**src/rtl/pc_next_fetch_if.sv**
```systemverilog
// Fetch-stage bundle: PC register loop, instruction-memory handshake, redirect/stall inputs and IF/ID outputs.
// The master modport belongs to pc_next_fetch; the slave modport belongs to the surrounding pipeline/memory.
interface pc_next_fetch_if;
    logic [31:0] currentPC;
    logic [31:0] newPC;
    logic        imem_req;
    logic [31:0] imem_addr;
    logic        imem_ack;
    logic [31:0] imem_rdata;
    logic        redirect_valid;
    logic [31:0] redirect_target;
    logic        id_stall;
    logic        ifid_valid;
    logic [31:0] ifid_pc;
    logic [31:0] ifid_instr;
    logic        fetch_fault;

    modport master (
        input  currentPC, imem_ack, imem_rdata, redirect_valid, redirect_target, id_stall,
        output newPC, imem_req, imem_addr, ifid_valid, ifid_pc, ifid_instr, fetch_fault
    );

    modport slave (
        output currentPC, imem_ack, imem_rdata, redirect_valid, redirect_target, id_stall,
        input  newPC, imem_req, imem_addr, ifid_valid, ifid_pc, ifid_instr, fetch_fault
    );
endinterface

```
**src/rtl/pc_next_fetch.sv**
```systemverilog
// Instruction-fetch stage: drives next-PC, issues imem requests at currentPC and loads IF/ID.
// Optional FETCH_MISALIGN_CHECK_EN: misaligned redirects raise a sticky fetch_fault and halt fetch.
module pc_next_fetch #(
    parameter logic [31:0] NOP_INSTR = 32'h0000_0013,
    parameter logic [31:0] PC_STEP   = 32'd4
) (
    input  logic           clk,
    input  logic           rst,
    pc_next_fetch_if.master bus
);

`ifdef FETCH_MISALIGN_CHECK_EN
    typedef enum logic [1:0] {S_REQ, S_DROP, S_HOLD, S_HALT} state_e;
`else
    typedef enum logic [1:0] {S_REQ, S_DROP, S_HOLD} state_e;
`endif

    state_e      state_q, state_d;
    logic [31:0] skid_pc_q, skid_pc_d;
    logic [31:0] skid_instr_q, skid_instr_d;
    logic [31:0] pend_target_q, pend_target_d;
    logic        ifid_valid_q, ifid_valid_d;
    logic [31:0] ifid_pc_q, ifid_pc_d;
    logic [31:0] ifid_instr_q, ifid_instr_d;
    logic        fault_q, fault_d;

    logic [31:0] target;
    logic        bad_target;
    logic [31:0] pc_seq;
    logic        have_load;
    logic [31:0] load_pc;
    logic [31:0] load_instr;

`ifdef FETCH_MISALIGN_CHECK_EN
    assign target     = bus.redirect_target;
    assign bad_target = |bus.redirect_target[1:0];
`else
    assign target     = {bus.redirect_target[31:2], 2'b00};
    assign bad_target = 1'b0;
`endif

    // Wraps naturally modulo 2^32.
    assign pc_seq = bus.currentPC + PC_STEP;

    always_comb begin
        state_d       = state_q;
        skid_pc_d     = skid_pc_q;
        skid_instr_d  = skid_instr_q;
        pend_target_d = pend_target_q;
        fault_d       = fault_q;
        bus.newPC     = bus.currentPC;
        bus.imem_req  = 1'b0;
        have_load     = 1'b0;
        load_pc       = bus.currentPC;
        load_instr    = bus.imem_rdata;

        case (state_q)
            S_REQ: begin
                bus.imem_req = 1'b1;
                if (bus.redirect_valid) begin
                    if (bad_target) begin
`ifdef FETCH_MISALIGN_CHECK_EN
                        fault_d = 1'b1;
                        state_d = S_HALT;
`endif
                    end else if (bus.imem_ack) begin
                        bus.newPC = target;
                    end else begin
                        pend_target_d = target;
                        state_d       = S_DROP;
                    end
                end else if (bus.imem_ack) begin
                    bus.newPC  = pc_seq;
                    have_load  = 1'b1;
                    if (bus.id_stall) begin
                        skid_pc_d    = bus.currentPC;
                        skid_instr_d = bus.imem_rdata;
                        state_d      = S_HOLD;
                    end
                end
            end

            S_DROP: begin
                // The outstanding request must complete before the new target can be issued.
                bus.imem_req = 1'b1;
                if (bus.redirect_valid) begin
                    if (bad_target) begin
`ifdef FETCH_MISALIGN_CHECK_EN
                        fault_d = 1'b1;
                        state_d = S_HALT;
`endif
                    end else if (bus.imem_ack) begin
                        bus.newPC = target;
                        state_d   = S_REQ;
                    end else begin
                        pend_target_d = target;
                    end
                end else if (bus.imem_ack) begin
                    bus.newPC = pend_target_q;
                    state_d   = S_REQ;
                end
            end

            S_HOLD: begin
                have_load  = 1'b1;
                load_pc    = skid_pc_q;
                load_instr = skid_instr_q;
                if (bus.redirect_valid) begin
                    if (bad_target) begin
`ifdef FETCH_MISALIGN_CHECK_EN
                        fault_d = 1'b1;
                        state_d = S_HALT;
`endif
                    end else begin
                        bus.newPC = target;
                        state_d   = S_REQ;
                    end
                end else if (!bus.id_stall) begin
                    state_d = S_REQ;
                end
            end

            default: begin
`ifdef FETCH_MISALIGN_CHECK_EN
                state_d = S_HALT;
`else
                state_d = S_REQ;
`endif
            end
        endcase
    end

    // IF/ID: redirect flushes, then stall holds, then load or bubble.
    always_comb begin
        ifid_valid_d = ifid_valid_q;
        ifid_pc_d    = ifid_pc_q;
        ifid_instr_d = ifid_instr_q;
        if (bus.redirect_valid) begin
            ifid_valid_d = 1'b0;
            ifid_instr_d = NOP_INSTR;
        end else if (bus.id_stall) begin
            ifid_valid_d = ifid_valid_q;
        end else if (have_load) begin
            ifid_valid_d = 1'b1;
            ifid_pc_d    = load_pc;
            ifid_instr_d = load_instr;
        end else begin
            ifid_valid_d = 1'b0;
        end
    end

    always_ff @(posedge clk) begin
        if (rst) begin
            state_q       <= S_REQ;
            skid_pc_q     <= 32'd0;
            skid_instr_q  <= 32'd0;
            pend_target_q <= 32'd0;
            ifid_valid_q  <= 1'b0;
            ifid_pc_q     <= 32'd0;
            ifid_instr_q  <= NOP_INSTR;
            fault_q       <= 1'b0;
        end else begin
            state_q       <= state_d;
            skid_pc_q     <= skid_pc_d;
            skid_instr_q  <= skid_instr_d;
            pend_target_q <= pend_target_d;
            ifid_valid_q  <= ifid_valid_d;
            ifid_pc_q     <= ifid_pc_d;
            ifid_instr_q  <= ifid_instr_d;
            fault_q       <= fault_d;
        end
    end

    assign bus.imem_addr  = bus.currentPC;
    assign bus.ifid_valid = ifid_valid_q;
    assign bus.ifid_pc    = ifid_pc_q;
    assign bus.ifid_instr = ifid_instr_q;
`ifdef FETCH_MISALIGN_CHECK_EN
    assign bus.fetch_fault = fault_q;
`else
    assign bus.fetch_fault = 1'b0;
    logic unused_fault;
    assign unused_fault = fault_q;
`endif

endmodule

```
**src/flat_wrapper.sv**
```systemverilog
// flat-port wrapper written by rule: the top's interface ports become plain ports
module pc_next_fetch_flat 
#(
    parameter logic [31:0] NOP_INSTR = 32'h0000_0013,
    parameter logic [31:0] PC_STEP   = 32'd4
)
  (clk, rst, bus_currentPC, bus_imem_ack, bus_imem_rdata, bus_redirect_valid, bus_redirect_target, bus_id_stall, bus_newPC, bus_imem_req, bus_imem_addr, bus_ifid_valid, bus_ifid_pc, bus_ifid_instr, bus_fetch_fault);
  pc_next_fetch_if bus_i ();
  input  logic clk;
  input  logic rst;
  input wire logic [$bits(bus_i.currentPC)-1:0] bus_currentPC;
  input wire logic [$bits(bus_i.imem_ack)-1:0] bus_imem_ack;
  input wire logic [$bits(bus_i.imem_rdata)-1:0] bus_imem_rdata;
  input wire logic [$bits(bus_i.redirect_valid)-1:0] bus_redirect_valid;
  input wire logic [$bits(bus_i.redirect_target)-1:0] bus_redirect_target;
  input wire logic [$bits(bus_i.id_stall)-1:0] bus_id_stall;
  output wire logic [$bits(bus_i.newPC)-1:0] bus_newPC;
  output wire logic [$bits(bus_i.imem_req)-1:0] bus_imem_req;
  output wire logic [$bits(bus_i.imem_addr)-1:0] bus_imem_addr;
  output wire logic [$bits(bus_i.ifid_valid)-1:0] bus_ifid_valid;
  output wire logic [$bits(bus_i.ifid_pc)-1:0] bus_ifid_pc;
  output wire logic [$bits(bus_i.ifid_instr)-1:0] bus_ifid_instr;
  output wire logic [$bits(bus_i.fetch_fault)-1:0] bus_fetch_fault;
  assign bus_i.currentPC = bus_currentPC;
  assign bus_i.imem_ack = bus_imem_ack;
  assign bus_i.imem_rdata = bus_imem_rdata;
  assign bus_i.redirect_valid = bus_redirect_valid;
  assign bus_i.redirect_target = bus_redirect_target;
  assign bus_i.id_stall = bus_id_stall;
  assign bus_newPC = bus_i.newPC;
  assign bus_imem_req = bus_i.imem_req;
  assign bus_imem_addr = bus_i.imem_addr;
  assign bus_ifid_valid = bus_i.ifid_valid;
  assign bus_ifid_pc = bus_i.ifid_pc;
  assign bus_ifid_instr = bus_i.ifid_instr;
  assign bus_fetch_fault = bus_i.fetch_fault;
  pc_next_fetch #(.NOP_INSTR(NOP_INSTR), .PC_STEP(PC_STEP)) u_core (.clk(clk), .rst(rst), .bus(bus_i));
endmodule
```
**config.mk**
```make
export PLATFORM = sky130hd
export DESIGN_NAME = pc_next_fetch_flat
export DESIGN_NICKNAME = d
export VERILOG_FILES = /design/src/rtl/pc_next_fetch_if.sv /design/src/rtl/pc_next_fetch.sv /design/src/flat_wrapper.sv
export SDC_FILE = /design/constraint.sdc
export NUM_CORES = 1
export LEC_CHECK = 0
export ABC_AREA = 1
export ABC_CLOCK_PERIOD_IN_PS = 3100
export CORE_MARGIN = 4
export CORE_UTILIZATION = 48
export CTS_CLUSTER_DIAMETER = 150
export DETAILED_ROUTE_END_ITERATION = 16
export HOLD_SLACK_MARGIN = 0.1
export PLACE_DENSITY = 0.79
export REMOVE_ABC_BUFFERS = 1
export SETUP_SLACK_MARGIN = 0.05
export SYNTH_ARGS = -nofsm -noshare
export SYNTH_HDL_FRONTEND = slang
export SYNTH_SLANG_ARGS = --single-unit
```
**constraint.sdc**
```tcl
create_clock -name clk -period 3.1 [get_ports clk]
set_input_delay 0.93 -clock clk [delete_from_list [all_inputs] [get_ports clk]]
set_output_delay 0.93 -clock clk [all_outputs]
set_load 0.05 [all_outputs]
```
Word level (Yosys, flattened, before mapping):

Cells that the tools add are included.

* output and inout bits: 131
* logic and storage cells: 48
* bits of input ports: 101
* bits in registers: 161

* bitwise logic cells: 3
* multiplexer cells: 22
* $add $sub $neg: 1
* equal/unequal tests: 7
* reductions and logical operators: 8

Operators by type and width (count)
* two-way mux 32 bit: 8
* case mux 32 bit (3 select lines): 1
* adder 32 x 3 -> 32 bit (second input constant): 1
* two-way mux 2 bit: 7
* != test 3 bit (second input constant): 4
* case mux 2 bit (3 select lines): 1
* AND reduction 3 bit: 2
* AND reduction 5 bit: 1
* two-way mux 1 bit: 4
* AND reduction 4 bit: 1
* OR reduction 2 bit: 2
* inverter 1 bit: 3
* equality test 2 x 1 -> 1 bit (second input constant): 1
* equality test 2 bit (second input constant): 1
* zero test 2 bit: 1
* != test 2 bit (second input constant): 1
* case mux 1 bit (2 select lines): 1
* AND reduction 2 bit: 1

Longest topological paths before layout:

* depth after elaboration: 4
* mapped depth: 12

Worst setup path after synthesis:

OpenSTA, ideal clock, no wires.

* kind: input to output
* from: input port bus_redirect_valid
* to: output port bus_newPC[3]
* arrival time: 2857 ps
* required time: 2170 ps
* slack: -687 ps
* cell stages on the path: 6
* path buffers: 3
* cell sequence: buf_2 -> buf_2 -> buf_1 -> nand3_1 -> a21boi_0 -> o21ai_0

* longest elaborated chain between the ends: 2
* elaborated cells on any way between the ends: 4
* those cells by class: mux (4)

RTL lines
* start, declared: line flat_wrapper.sv:14 `input wire logic [$bits(bus_i.redirect_valid)-1:0] bus_redirect_valid;`
* two-way mux 32 bit (on tied branches): line pc_next_fetch.sv:108, pc_next_fetch.sv:86, pc_next_fetch.sv:60
* case mux 32 bit (3 select lines) *: line pc_next_fetch.sv:57 `case (state_q)`
* end, declared: line flat_wrapper.sv:17 `output wire logic [$bits(bus_i.newPC)-1:0] bus_newPC;`

Every way passes the cells marked *; elsewhere a longest branch is shown, timed or not.

Worst setup path after layout:

* from: input port bus_currentPC[3]
* to: output port bus_newPC[18]

* longest elaborated chain between the ends: 4

RTL lines
* start, declared: line flat_wrapper.sv:11 `input wire logic [$bits(bus_i.currentPC)-1:0] bus_currentPC;`
* adder 32 x 3 -> 32 bit: line pc_next_fetch.sv:43 `assign pc_seq = bus.currentPC + PC_STEP;`
* two-way mux 32 bit: line pc_next_fetch.sv:72 `end else if (bus.imem_ack) begin`
* two-way mux 32 bit: line pc_next_fetch.sv:60 `if (bus.redirect_valid) begin`
* case mux 32 bit (3 select lines): line pc_next_fetch.sv:57

No other way between the ends.

==> results.md <==
- Status: finished, violations left
- Failing checks: negative setup slack
- Vias in the first global route: between 10000 and 15000
- Startpoint types: input port
- R2R Path End: u_core.skid_instr_q[23]
- Synth Flop Type: dfxtp_1
- DR vias/cell: between 5 and 6
- Synth cell count leaders: nand2_1, nor2_1, dfxtp_1
- CTS tree: done
- Most frequent cell after synthesis: nand2_1
- All-Layer GR Usage: approximately 33%
- Post-synthesis cell count: 1372
- Total die area: 20800 sq um
- Most frequent CP cell: buf_6
- Kind of critical path: in2out
- DRC viols: 0
- RSZ-0062 raised after global routing: true
- Die width: between 100 and 150 microns
- Hold Crit Start: u_core.pend_target_q[24]
- Hold crit path type: reg2reg
- H-tree depth: 4
- Layout Nets: about 1800
- Slew of the pin with the lowest slew margin: ~0.55 ns
- Seq/Total Area, Yosys: a little over a third
- Critical path required time: about 2.2 ns
- Fillers: ~1200
- Synth area leaders: dfxtp_1, nand2_1, nor2_1
- Max stage delay on crit path: 0.17 ns
- Die height: ~140 microns
- Post-synth ARST share: 0%
- Crit-path leading delay family: simple AND/OR/NAND/NOR gates
- Initial antenna violation count: 0
- Worst R2R Path Depth: 9
- I/O pin count: ~230
- Sequential cell area: about 3200 sq um
- Nature of the critical path endpoint: output port
- Area of the mapped netlist: roughly 8900 sq um
- Yosys top cell area share: a little over a third
- Metal2 WL: 17300 microns
- Clk_lat worst skew: between 0.4 and 0.5 ns
- VDD IR max: 0.000421 V
- Layout cells sized above 1: 28.8%
- Tcrit/Tclk final: 106%
- CTS max path bufs: 2
- CP max-delay cell: buf_12
- Util after Layout: about four fifths
- Synth unique cells: between 40 and 50
- Gate power share: between 30 and 40%
- Cells after DPL: roughly 1900
- Clock Power Share: 34.3%
- DR top layer: met4
- Routed len/inst: 19.2 microns
- Final setup viols: 23
- Largest net degree at the start of global routing: 65
- Fin cells: 1914
- Site Rows: between 40 and 50
- Final worst slack: -0.182 ns
- FF+latch count, synth: between 150 and 200
- Min-Delay Path Depth: 2
- Hold endpoint: u_core.pend_target_q[24]
- CTS Hold Bufs: 0
- EDFF count, synth: 0
- Diode count: 0
- Slew margin rel.: a little over three fifths
- Slew Limit Fails: 0
- Reg power frac: a little over a third
- Switching power: between 2 and 2.5 mW
- Max Clock Skew: around 0.0066 ns
- I/O Buffers: ~230
- Clock root buffer: clkbuf_16
- First-pass GRT wire length: around 55000 microns
- Largest area contributor in the netlist: dfxtp_1
- Global route overflow: 0
- Avg Cell Area, Syn: roughly 6.5 sq um
- Layout area overhead: 64.4%
- Routability congestion estimate: 0.950
- Internal power: 4.18 mW
- Met3 WL post-DR: 3840 microns
- Switching Share: between 30% and 40%
- R2r setup slk: about 0.94 ns
- Total power: approximately 6.3 mW
- Area occupied by multi-input gates: 5520 sq um
- Initial core utilization: about 50%
- 1st-iter DRT viols: 1234
- Post-DP HPWL: roughly 23000 microns
- Worst Path Arrival: roughly 2.4 ns
- # clock sinks: ~160
- Worst Path Max Fanout: 5
- Ys Warns: 0
- F_max: ~300 MHz
- Core Region: 18100 sq um
- Clock transition at the registers of the reported paths: around 0.060 ns
- Wirelength, routed: 36700 microns
- Hold Fails Final Rpt: 0
- Cells along the critical path: buf_8 > ha_4 > nand2_4 > buf_6 > nor2_4 > buf_6 > nand4_1 > nand3_1 > o211ai_1 > nand2_1 > nand3_2 > buf_12
- Leak Pwr: 6.15 nW
- R2R Path Start: u_core.state_q[1]
- Vias: roughly 11000
- Max-cap violations: 0
- CTS buffer count: 17
- Pwr per Cell Area: between 400 and 500 nW/um^2
- DRT antenna net count: 0
- Drt pass-1 iters: 8
- Minimum clock period: 3.28 ns
- M1 WL: roughly 14000 microns
- WP buf/inv: 4
-- worst reg2reg max path, stage by stage, from the launching register on --
cell	delay, ns
dfxtp_1	0.32
buf_4	0.17
nor2_4	0.27
inv_2	0.12
nor2_1	0.16
buf_4	0.13
nand2_2	0.20
buf_4	0.28
o21ai_0	0.27
nor2_1	0.11
-- placed cells by master (no fill, tap or decap), types with 11 or more instances in the layout --
master	count
a31oi_1	60
nor2_1	166
a21oi_1	62
inv_1	56
o211ai_1	18
a211oi_1	21
clkdlybuf4s50_1	127
clkbuf_16	19
nand2_4	16
buf_4	162
buf_8	11
buf_6	24
nand2_2	24
nor2_2	17
nand3_2	36
o21ai_0	115
buf_12	77
nand2_1	270
nor2_4	27
o21ai_1	44
inv_2	11
dfxtp_1	160
nand3_1	42
-- cells by family (layout without fill, tap and decap cells) --
group / after synthesis / in the layout / synth area share (%)
simple gates: 626 / 626 / 28.4
compound gates: 371 / 371 / 24.0
buf+inv: 211 / 524 / 11.0
flops: 161 / 161 / 36.2
fa+ha+maj: 1 / 1 / 0.141
other cells: 1 / 1 / 0.0422
xor+xnor: 1 / 1 / 0.0985
-- per-layer routing --
layer	up-vias	global-route usage (%)
li1	5206	-
met1	5115	43.1
met2	773	54.3
met3	166	5.69
met4	0	14.1
met5	-	0
-- area by class of cell --
cell class / count / area share [%]
clock buffer: 18 / 2.94
multi-input combinational: 1000 / 37.8
clock inverter: 13 / 1.02
tap: 229 / 1.96
timing repair buffer: 421 / 32.3
sequential: 161 / 22.1
inverter: 72 / 1.93
-- power groups by stage --
stage | sequential [mW] | clock (mW) | combinational (mW)
finish | 2.22 | 2.15 | 1.90
global route | 2.23 | 2.25 | 1.99
CTS | 2.21 | 2.16 | 1.81
detailed placement | 2.26 | 0 | 1.70
global placement | 2.26 | 0 | 1.68
floorplan | 2.35 | 0 | 0.598
-- sequential cells by signal, indices dropped and copies added, names as in the netlist --
signal                 cells
u_core.pend_target_q      30
u_core.skid_pc_q          32
u_core.skid_instr_q       32
u_core.bus.ifid_instr     32
u_core.state_q             2
u_core.bus.ifid_valid      1
u_core.bus.ifid_pc        32
-- worst max path at each step --
stage	depth (start not counted)	slack, ns	startpoint	end
floorplan	6	-1.16	u_core.state_q[1]	bus_newPC[27]
global route	13	-0.22	bus_currentPC[3]	bus_newPC[26]
CTS	13	-0.16	bus_currentPC[3]	bus_newPC[26]
global placement	13	-0.73	bus_currentPC[3]	bus_newPC[16]
finish	12	-0.18	bus_currentPC[3]	bus_newPC[18]
detailed placement	10	-0.75	bus_currentPC[5]	bus_newPC[27]
-- per-stage QoR --
stage | setup TNS [ns] | hold slack, ns | setup slack (ns) | instance area, sq um
2_1_floorplan | -24.34 | 0.427 | -1.16 | 8180
3_3_place_gp | -19.72 | 0.439 | -0.730 | 12800
3_5_place_dp | -20.14 | 0.448 | -0.751 | 12800
4_1_cts | -1.09 | 0.457 | -0.162 | 14200
5_1_grt | -3.28 | 0.470 | -0.224 | 14600
6_report | -1.57 | 0.459 | -0.182 | 14600
-- what timing repair did --
action | 4_1_cts | 5_1_grt
setup endpoints to repair | 32 | 30
gates cloned | 2 | 1
setup buffers | 14 | 7
gates resized for setup | 310 | 103
pin swaps | 64 | 55
Power figures use the tool's default switching activity.
